### src/rtl/dram_march_bist_if.sv
// Control/status bundle of the March C- BIST engine: run request, fault injection
// and the sticky result registers. The engine side uses the slave modport.
interface dram_march_bist_if #(
   parameter int N_CH = 4,
   parameter int AW   = 6,
   parameter int CW   = 2
);
   // start is a level request that is accepted only while the engine is idle;
   // acceptance shows as busy rising one cycle later. done, pass and fail_* are
   // stable from the rise of done until the next accepted start.
   logic            start;
   logic            inj_en;
   logic [CW-1:0]   inj_ch;
   logic [AW-1:0]   inj_addr;
   logic            busy;
   logic            done;
   logic            pass;
   logic [N_CH-1:0] fail_mask;
   logic [AW-1:0]   fail_addr;
   logic [2:0]      fail_elem;
   logic [2:0]      fsm_state;

   modport master (
      output start, inj_en, inj_ch, inj_addr,
      input  busy, done, pass, fail_mask, fail_addr, fail_elem, fsm_state
   );

   modport slave (
      input  start, inj_en, inj_ch, inj_addr,
      output busy, done, pass, fail_mask, fail_addr, fail_elem, fsm_state
   );
endinterface

### src/rtl/dram_march_bist.sv
// N_CH single-port LUT-RAM channels (async read, sync write) sharing one address
// and write-data bus, tested in parallel by a March C- engine.
module dram_march_bist #(
   parameter int DEPTH = 64,
   parameter int WIDTH = 1,
   parameter int N_CH  = 4
) (
   input  logic                clk,
   input  logic                rst,
   dram_march_bist_if.slave    bus
);
   localparam int AW = $clog2(DEPTH);
   localparam int CW = (N_CH > 1) ? $clog2(N_CH) : 1;
   localparam logic [AW-1:0] ADDR_LAST = AW'(DEPTH - 1);

   if (DEPTH != 32 && DEPTH != 64 && DEPTH != 128 && DEPTH != 256) begin : g_bad_depth
      $error("dram_march_bist: DEPTH must be 32, 64, 128 or 256");
   end
   if (WIDTH < 1 || WIDTH > 64) begin : g_bad_width
      $error("dram_march_bist: WIDTH must be in 1..64");
   end
   if (N_CH < 1 || N_CH > 32) begin : g_bad_nch
      $error("dram_march_bist: N_CH must be in 1..32");
   end
   if (CW < 1) begin : g_bad_cw
      $error("dram_march_bist: channel index width must be at least 1");
   end

   typedef enum logic [2:0] {
      S_IDLE = 3'd0,
      S_M0   = 3'd1,
      S_M1   = 3'd2,
      S_M2   = 3'd3,
      S_M3   = 3'd4,
      S_M4   = 3'd5,
      S_M5   = 3'd6,
      S_DONE = 3'd7
   } state_t;

   state_t          state, state_nxt;
   logic [AW-1:0]   addr, addr_nxt;
   logic            run_start, run_end;
   logic            wr_en, rd_en;
   logic [WIDTH-1:0] wr_word, exp_word;
   logic [2:0]      cur_elem;
   logic [N_CH-1:0] mism;

   logic            done_q, pass_q;
   logic [N_CH-1:0] fail_mask_q;
   logic [AW-1:0]   fail_addr_q;
   logic [2:0]      fail_elem_q;

   logic            at_top, at_bottom;
   assign at_top    = (addr == ADDR_LAST);
   assign at_bottom = (addr == '0);

   always_ff @(posedge clk or posedge rst) begin
      if (rst) begin
         state <= S_IDLE;
         addr  <= '0;
      end else begin
         state <= state_nxt;
         addr  <= addr_nxt;
      end
   end

   // Each element spends one cycle per address; a read-then-write pair completes
   // in that cycle because the compare uses the asynchronous read before the edge.
   always_comb begin
      state_nxt = state;
      addr_nxt  = addr;
      run_start = 1'b0;
      run_end   = 1'b0;
      wr_en     = 1'b0;
      rd_en     = 1'b0;
      wr_word   = '0;
      exp_word  = '0;
      cur_elem  = 3'd0;
      case (state)
         S_IDLE: begin
            if (bus.start) begin
               state_nxt = S_M0;
               addr_nxt  = '0;
               run_start = 1'b1;
            end
         end
         S_M0: begin
            wr_en = 1'b1;
            if (at_top) begin
               state_nxt = S_M1;
               addr_nxt  = '0;
            end else begin
               addr_nxt = addr + 1'b1;
            end
         end
         S_M1: begin
            rd_en    = 1'b1;
            wr_en    = 1'b1;
            wr_word  = '1;
            cur_elem = 3'd1;
            if (at_top) begin
               state_nxt = S_M2;
               addr_nxt  = '0;
            end else begin
               addr_nxt = addr + 1'b1;
            end
         end
         S_M2: begin
            rd_en    = 1'b1;
            wr_en    = 1'b1;
            exp_word = '1;
            cur_elem = 3'd2;
            if (at_top) begin
               state_nxt = S_M3;
               addr_nxt  = ADDR_LAST;
            end else begin
               addr_nxt = addr + 1'b1;
            end
         end
         S_M3: begin
            rd_en    = 1'b1;
            wr_en    = 1'b1;
            wr_word  = '1;
            cur_elem = 3'd3;
            if (at_bottom) begin
               state_nxt = S_M4;
               addr_nxt  = ADDR_LAST;
            end else begin
               addr_nxt = addr - 1'b1;
            end
         end
         S_M4: begin
            rd_en    = 1'b1;
            wr_en    = 1'b1;
            exp_word = '1;
            cur_elem = 3'd4;
            if (at_bottom) begin
               state_nxt = S_M5;
               addr_nxt  = ADDR_LAST;
            end else begin
               addr_nxt = addr - 1'b1;
            end
         end
         S_M5: begin
            rd_en    = 1'b1;
            cur_elem = 3'd5;
            if (at_bottom) begin
               state_nxt = S_DONE;
               run_end   = 1'b1;
            end else begin
               addr_nxt = addr - 1'b1;
            end
         end
         S_DONE: begin
            state_nxt = S_IDLE;
         end
         default: begin
            state_nxt = S_IDLE;
         end
      endcase
   end

   for (genvar ch = 0; ch < N_CH; ch++) begin : g_ch
      logic [WIDTH-1:0] mem [DEPTH];
      logic [WIDTH-1:0] rd_val;

      always_ff @(posedge clk) begin
         if (wr_en) begin
            mem[addr] <= wr_word;
         end
      end

      // Injected stuck-at-1 sits on the compare path only; stored data is untouched.
      always_comb begin
         rd_val = mem[addr];
         if (bus.inj_en && (bus.inj_addr == addr) && (int'(bus.inj_ch) == ch)) begin
            rd_val[0] = 1'b1;
         end
      end

      assign mism[ch] = rd_en && (rd_val != exp_word);
   end

   always_ff @(posedge clk or posedge rst) begin
      if (rst) begin
         done_q      <= 1'b0;
         pass_q      <= 1'b0;
         fail_mask_q <= '0;
         fail_addr_q <= '0;
         fail_elem_q <= 3'd0;
      end else if (run_start) begin
         done_q      <= 1'b0;
         pass_q      <= 1'b0;
         fail_mask_q <= '0;
         fail_addr_q <= '0;
         fail_elem_q <= 3'd0;
      end else begin
         if (|mism) begin
            fail_mask_q <= fail_mask_q | mism;
            if (fail_mask_q == '0) begin
               fail_addr_q <= addr;
               fail_elem_q <= cur_elem;
            end
         end
         // pass includes a mismatch caught on the final address of M5.
         if (run_end) begin
            done_q <= 1'b1;
            pass_q <= ~|(fail_mask_q | mism);
         end
      end
   end

   assign bus.busy      = (state == S_M0) || (state == S_M1) || (state == S_M2) ||
                          (state == S_M3) || (state == S_M4) || (state == S_M5);
   assign bus.done      = done_q;
   assign bus.pass      = pass_q;
   assign bus.fail_mask = fail_mask_q;
   assign bus.fail_addr = fail_addr_q;
   assign bus.fail_elem = fail_elem_q;
   assign bus.fsm_state = state;
endmodule
### src/flat_wrapper.sv
// flat-port wrapper written by rule: the top's interface ports become plain ports
module dram_march_bist_flat 
#(
   parameter int DEPTH = 64,
   parameter int WIDTH = 1,
   parameter int N_CH  = 4
)
  (clk, rst, bus_start, bus_inj_en, bus_inj_ch, bus_inj_addr, bus_busy, bus_done, bus_pass, bus_fail_mask, bus_fail_addr, bus_fail_elem, bus_fsm_state);
  dram_march_bist_if #(.N_CH(N_CH)) bus_i ();
  input  logic clk;
  input  logic rst;
  input wire logic [$bits(bus_i.start)-1:0] bus_start;
  input wire logic [$bits(bus_i.inj_en)-1:0] bus_inj_en;
  input wire logic [$bits(bus_i.inj_ch)-1:0] bus_inj_ch;
  input wire logic [$bits(bus_i.inj_addr)-1:0] bus_inj_addr;
  output wire logic [$bits(bus_i.busy)-1:0] bus_busy;
  output wire logic [$bits(bus_i.done)-1:0] bus_done;
  output wire logic [$bits(bus_i.pass)-1:0] bus_pass;
  output wire logic [$bits(bus_i.fail_mask)-1:0] bus_fail_mask;
  output wire logic [$bits(bus_i.fail_addr)-1:0] bus_fail_addr;
  output wire logic [$bits(bus_i.fail_elem)-1:0] bus_fail_elem;
  output wire logic [$bits(bus_i.fsm_state)-1:0] bus_fsm_state;
  assign bus_i.start = bus_start;
  assign bus_i.inj_en = bus_inj_en;
  assign bus_i.inj_ch = bus_inj_ch;
  assign bus_i.inj_addr = bus_inj_addr;
  assign bus_busy = bus_i.busy;
  assign bus_done = bus_i.done;
  assign bus_pass = bus_i.pass;
  assign bus_fail_mask = bus_i.fail_mask;
  assign bus_fail_addr = bus_i.fail_addr;
  assign bus_fail_elem = bus_i.fail_elem;
  assign bus_fsm_state = bus_i.fsm_state;
  dram_march_bist #(.DEPTH(DEPTH), .WIDTH(WIDTH), .N_CH(N_CH)) u_core (.clk(clk), .rst(rst), .bus(bus_i));
endmodule
### config.mk
export PLATFORM = sky130hd
export DESIGN_NAME = dram_march_bist_flat
export DESIGN_NICKNAME = d
export VERILOG_FILES = /design/src/rtl/dram_march_bist_if.sv /design/src/rtl/dram_march_bist.sv /design/src/flat_wrapper.sv
export SDC_FILE = /design/constraint.sdc
export NUM_CORES = 1
export LEC_CHECK = 0
export BUFFER_PORTS_ARGS = -buffer_cell sky130_fd_sc_hd__buf_2
export CORE_MARGIN = 4
export CORE_UTILIZATION = 28
export DETAILED_ROUTE_END_ITERATION = 10
export GPL_ROUTABILITY_DRIVEN = 0
export PLACE_DENSITY = 0.39
export REMOVE_ABC_BUFFERS = 1
export SETUP_SLACK_MARGIN = 0.4
export SYNTH_ARGS = -nofsm -noshare
export SYNTH_HDL_FRONTEND = slang
export SYNTH_SLANG_ARGS = --single-unit
### constraint.sdc
create_clock -name clk -period 4.4 [get_ports clk]
set_clock_uncertainty 0.1 [all_clocks]
set_input_delay 0.88 -clock clk [delete_from_list [all_inputs] [get_ports clk]]
set_output_delay 0.88 -clock clk [all_outputs]
set_load 0.03 [all_outputs]
==> results.sh <==
export IMPL_htreeDepth=3
export IMPL_nNetsFinal=467
export IMPL_finish_utilization_pct=33.42
export IMPL_synth_edff_count=64
export IMPL_post_route_period_util_pct=78.85
export IMPL_clock_latency_ns=0.35
export IMPL_final_layout_size_suffix_gt1_share_pct=15.16
export IMPL_die_h_um=136.6
export IMPL_vdd_drop_max_uv=217.0
export IMPL_tritoncts_num_buffers=9
export IMPL_worst_slack_ns=0.9308
export IMPL_postSynth_topFlopCell="sky130_fd_sc_hd__edfxtp_1"
export IMPL_ctsResizeCount=0
export IMPL_power_static_leakage_nw=1.964
export IMPL_antenna_found_initial=0
export IMPL_layout_cells_most_common="sky130_fd_sc_hd__nor2_1"
export IMPL_first_global_vias=3343
export IMPL_grt_util_all_layers_pct=13.24
export IMPL_syn_inst=425
export IMPL_slew_violations=0
export IMPL_critPathLaunchType="flop"
export IMPL_clock_sink_count=88
export IMPL_dieWidth_um=136.6
export IMPL_power_total_mw=3.508
export IMPL_power_frac_seq_pct=34.9
export IMPL_layout_overhead_on_the_synthesized_area_pct=15.89
export IMPL_initial_core_util_pct=28.84
export IMPL_max_slew_margin_pct=36.20
export IMPL_top_level_ports=31
export IMPL_drcViolationCount=0
export IMPL_largest_net_degree_at_the_start_of_global_routing=65
export IMPL_status="finished, final reports clean"
export IMPL_yosysWarnings=0
export IMPL_timing_setup_tns_ns=0
export IMPL_drt_first_iter_violations=350
export IMPL_routed_via_count=3344
export IMPL_cts_reportedPaths_clkPinSlew_ns=0.06
export IMPL_netlist_area_um2=4631
export IMPL_core_um2=16060
export IMPL_endpoint_kind="flop"
export IMPL_cp_data_required_time_ns=4.52
export IMPL_antennaDiodeCount=0
export IMPL_port_buffers=30
export IMPL_rsz_0062_raised_after_global_routing="false"
export IMPL_postCtsSetupBuffers=0
export IMPL_pwr_per_cell_area_nw_per_um2=653.7
export IMPL_synth_async_sr_flop_share_pct=27.27
export IMPL_routed_wire_length_per_instance_um=17.61
export IMPL_yosys_register_bits=88
export IMPL_dieArea_um2=18660
export IMPL_mostFrequentLayoutCells="sky130_fd_sc_hd__nor2_1, sky130_fd_sc_hd__edfxtp_1, sky130_fd_sc_hd__nand2_1, sky130_fd_sc_hd__buf_2, sky130_fd_sc_hd__dfrtp_1"
export IMPL_net_switching_power_mw=1.385
export IMPL_routed_wirelength_um=11820
export IMPL_max_clock_buf_depth=2
export IMPL_post_cts_hold_buffer_count=0
export IMPL_p_int_mw=2.123
export IMPL_num_rows=46
export IMPL_path_class="reg2reg"
export IMPL_timing_worst_slew_pin_value_ns=0.9560
export IMPL_grt_pass1_wl_um=18760
export IMPL_max_clock_freq_ghz=0.2883
export IMPL_post_drt_via_cell_ratio=4.984
export IMPL_ys_types=56
export IMPL_dp_slack_ns=0.9509
export IMPL_clock_power_share_pct=25.3
export IMPL_hold_class="reg2reg"
export IMPL_timing_max_cap_violations=0
export IMPL_crit_path_time_final_ns=3.469
export IMPL_p_comb_share_pct=39.9
export IMPL_cts_root_buf="sky130_fd_sc_hd__clkbuf_16"
export IMPL_netSwitchingFraction_pct=39.48
export IMPL_syn_area_per_cell_um2=10.90
export IMPL_postRouteAntennaNets=0
export IMPL_synth_seq_area_share_pct=54.47
export IMPL_cts_tree="built"
export IMPL_hold_violations=0
export IMPL_crit_path_max_fanout=14
export IMPL_number_of_iterations_in_the_first_detailed_routing_pass=5
export IMPL_setup_viol=0
export IMPL_hpwlAfterDp_um=8043
export IMPL_grt_remaining_overflow=0
export IMPL_worst_endpoint_arrival_ns=3.59
-- synthesized netlist by cell type (6+ instances only) --
master,count,area (um2)
sky130_fd_sc_hd__a21oi_1,14,70.07
sky130_fd_sc_hd__a2bb2oi_1,6,52.55
sky130_fd_sc_hd__a31oi_1,7,43.79
sky130_fd_sc_hd__a32oi_1,7,61.31
sky130_fd_sc_hd__clkbuf_1,20,75.07
sky130_fd_sc_hd__dfrtp_1,24,600.6
sky130_fd_sc_hd__edfxtp_1,64,1922
sky130_fd_sc_hd__inv_1,12,45.04
sky130_fd_sc_hd__mux2i_1,10,100.1
sky130_fd_sc_hd__mux4_1,9,236.5
sky130_fd_sc_hd__nand2_1,38,142.6
sky130_fd_sc_hd__nand3_1,11,55.05
sky130_fd_sc_hd__nor2_1,88,330.3
sky130_fd_sc_hd__nor3_1,11,55.05
sky130_fd_sc_hd__o21ai_0,17,85.08
sky130_fd_sc_hd__o31ai_1,6,45.04
sky130_fd_sc_hd__xnor2_1,6,52.55
-- area by class of cell --
class                           instances  area [um2]
Clock inverter                          6       115.1
Clock buffer                           10       229.0
Multi-Input combinational cell        297        1948
Inverter                               13       48.80
Fill cell                            1610       10690
Tap cell                              216       270.3
Timing Repair Buffer                   41       232.7
Sequential cell                        88        2522
-- sequential cells by signal, summed over array words and instances (netlist names) --
signal	cells
u_core.bus.fsm_state	3
u_core.bus.fail_addr	6
u_core.bus.fail_elem	3
u_core.bus.done	1
u_core.addr	6
u_core.g_ch.mem	64
u_core.bus.pass	1
u_core.bus.fail_mask	4
-- kinds of logic (layout without fill, tap and decap cells) --
logic type	count (synthesis)	count (layout)	share of synthesized area, %
xor gates and xnor gates	9	9	1.702
DFF	88	88	54.47
and+or+nand+nor	178	178	17.24
buffers and inverters	40	70	3.620
muxes	24	24	9.457
adders and majority gates	5	5	1.351
AOI/OAI and AO/OA	81	81	12.16
-- per-stage QoR --
step                instances  hold WS [ns]  area [um2]
floorplan                 398        0.5580        4512
global placement          655        0.3740        5022
detailed placement        655        0.3805        5022
CTS                       671        0.3946        5366
global route              671        0.4039        5366
finish                    671        0.3960        5366
-- worst max-delay path, cell delays in order, from the launching register on --
cell and delay [ns]:
sky130_fd_sc_hd__dfrtp_1 0.78, sky130_fd_sc_hd__buf_4 0.32, sky130_fd_sc_hd__mux4_1 0.58, sky130_fd_sc_hd__a32oi_1 0.21, sky130_fd_sc_hd__o31ai_1 0.12, sky130_fd_sc_hd__o41ai_1 0.53, sky130_fd_sc_hd__o311a_4 0.43, sky130_fd_sc_hd__mux2i_1 0.21
sky130_fd_sc_hd__a21oi_1 0.06
-- power groups by stage --
stage / logic (mW) / registers, mW / clock network, mW
6_report: 1.40 / 1.22 / 0.886
5_1_grt: 1.54 / 1.25 / 0.943
2_1_floorplan: 0.841 / 1.34 / 0
3_5_place_dp: 1.41 / 1.24 / 0
3_3_place_gp: 1.43 / 1.24 / 0
4_1_cts: 1.42 / 1.23 / 0.908
-- final timing paths --
| kind | startpoint | to | slack, ns | depth (start not counted) |
|---|---|---|---|---|
| min in group asynchronous | rst | u_core.bus.fail_addr[5]$_DFFE_PP0P_ | 0.64 | 2 |
| hold reg to reg | u_core.bus.done$_DFFE_PP0P_ | u_core.bus.done$_DFFE_PP0P_ | 0.40 | 1 |
| max in group asynchronous | rst | u_core.bus.fail_elem[0]$_DFFE_PP0P_ | 2.97 | 2 |
| setup reg to reg | u_core.addr[0]$_DFFE_PP0P_ | u_core.bus.fail_elem[2]$_DFFE_PP0P_ | 0.93 | 8 |
| hold / removal | u_core.bus.done$_DFFE_PP0P_ | u_core.bus.done$_DFFE_PP0P_ | 0.40 | 1 |
| setup / recovery | u_core.addr[0]$_DFFE_PP0P_ | u_core.bus.fail_elem[2]$_DFFE_PP0P_ | 0.93 | 8 |
-- per-layer routing --
| metal | track usage [%] | vias to the layer above | share of wire (%) |
|---|---|---|---|
| li1 | - | 1616 | - |
| met1 | 17.30 | 1634 | 46 |
| met5 | 0 | - | 0 |
| met4 | 5.263 | 0 | 0.94 |
| met3 | 2.794 | 9 | 6.5 |
| met2 | 21.47 | 85 | 46 |
No activity file was read; power rests on OpenSTA's default activity.
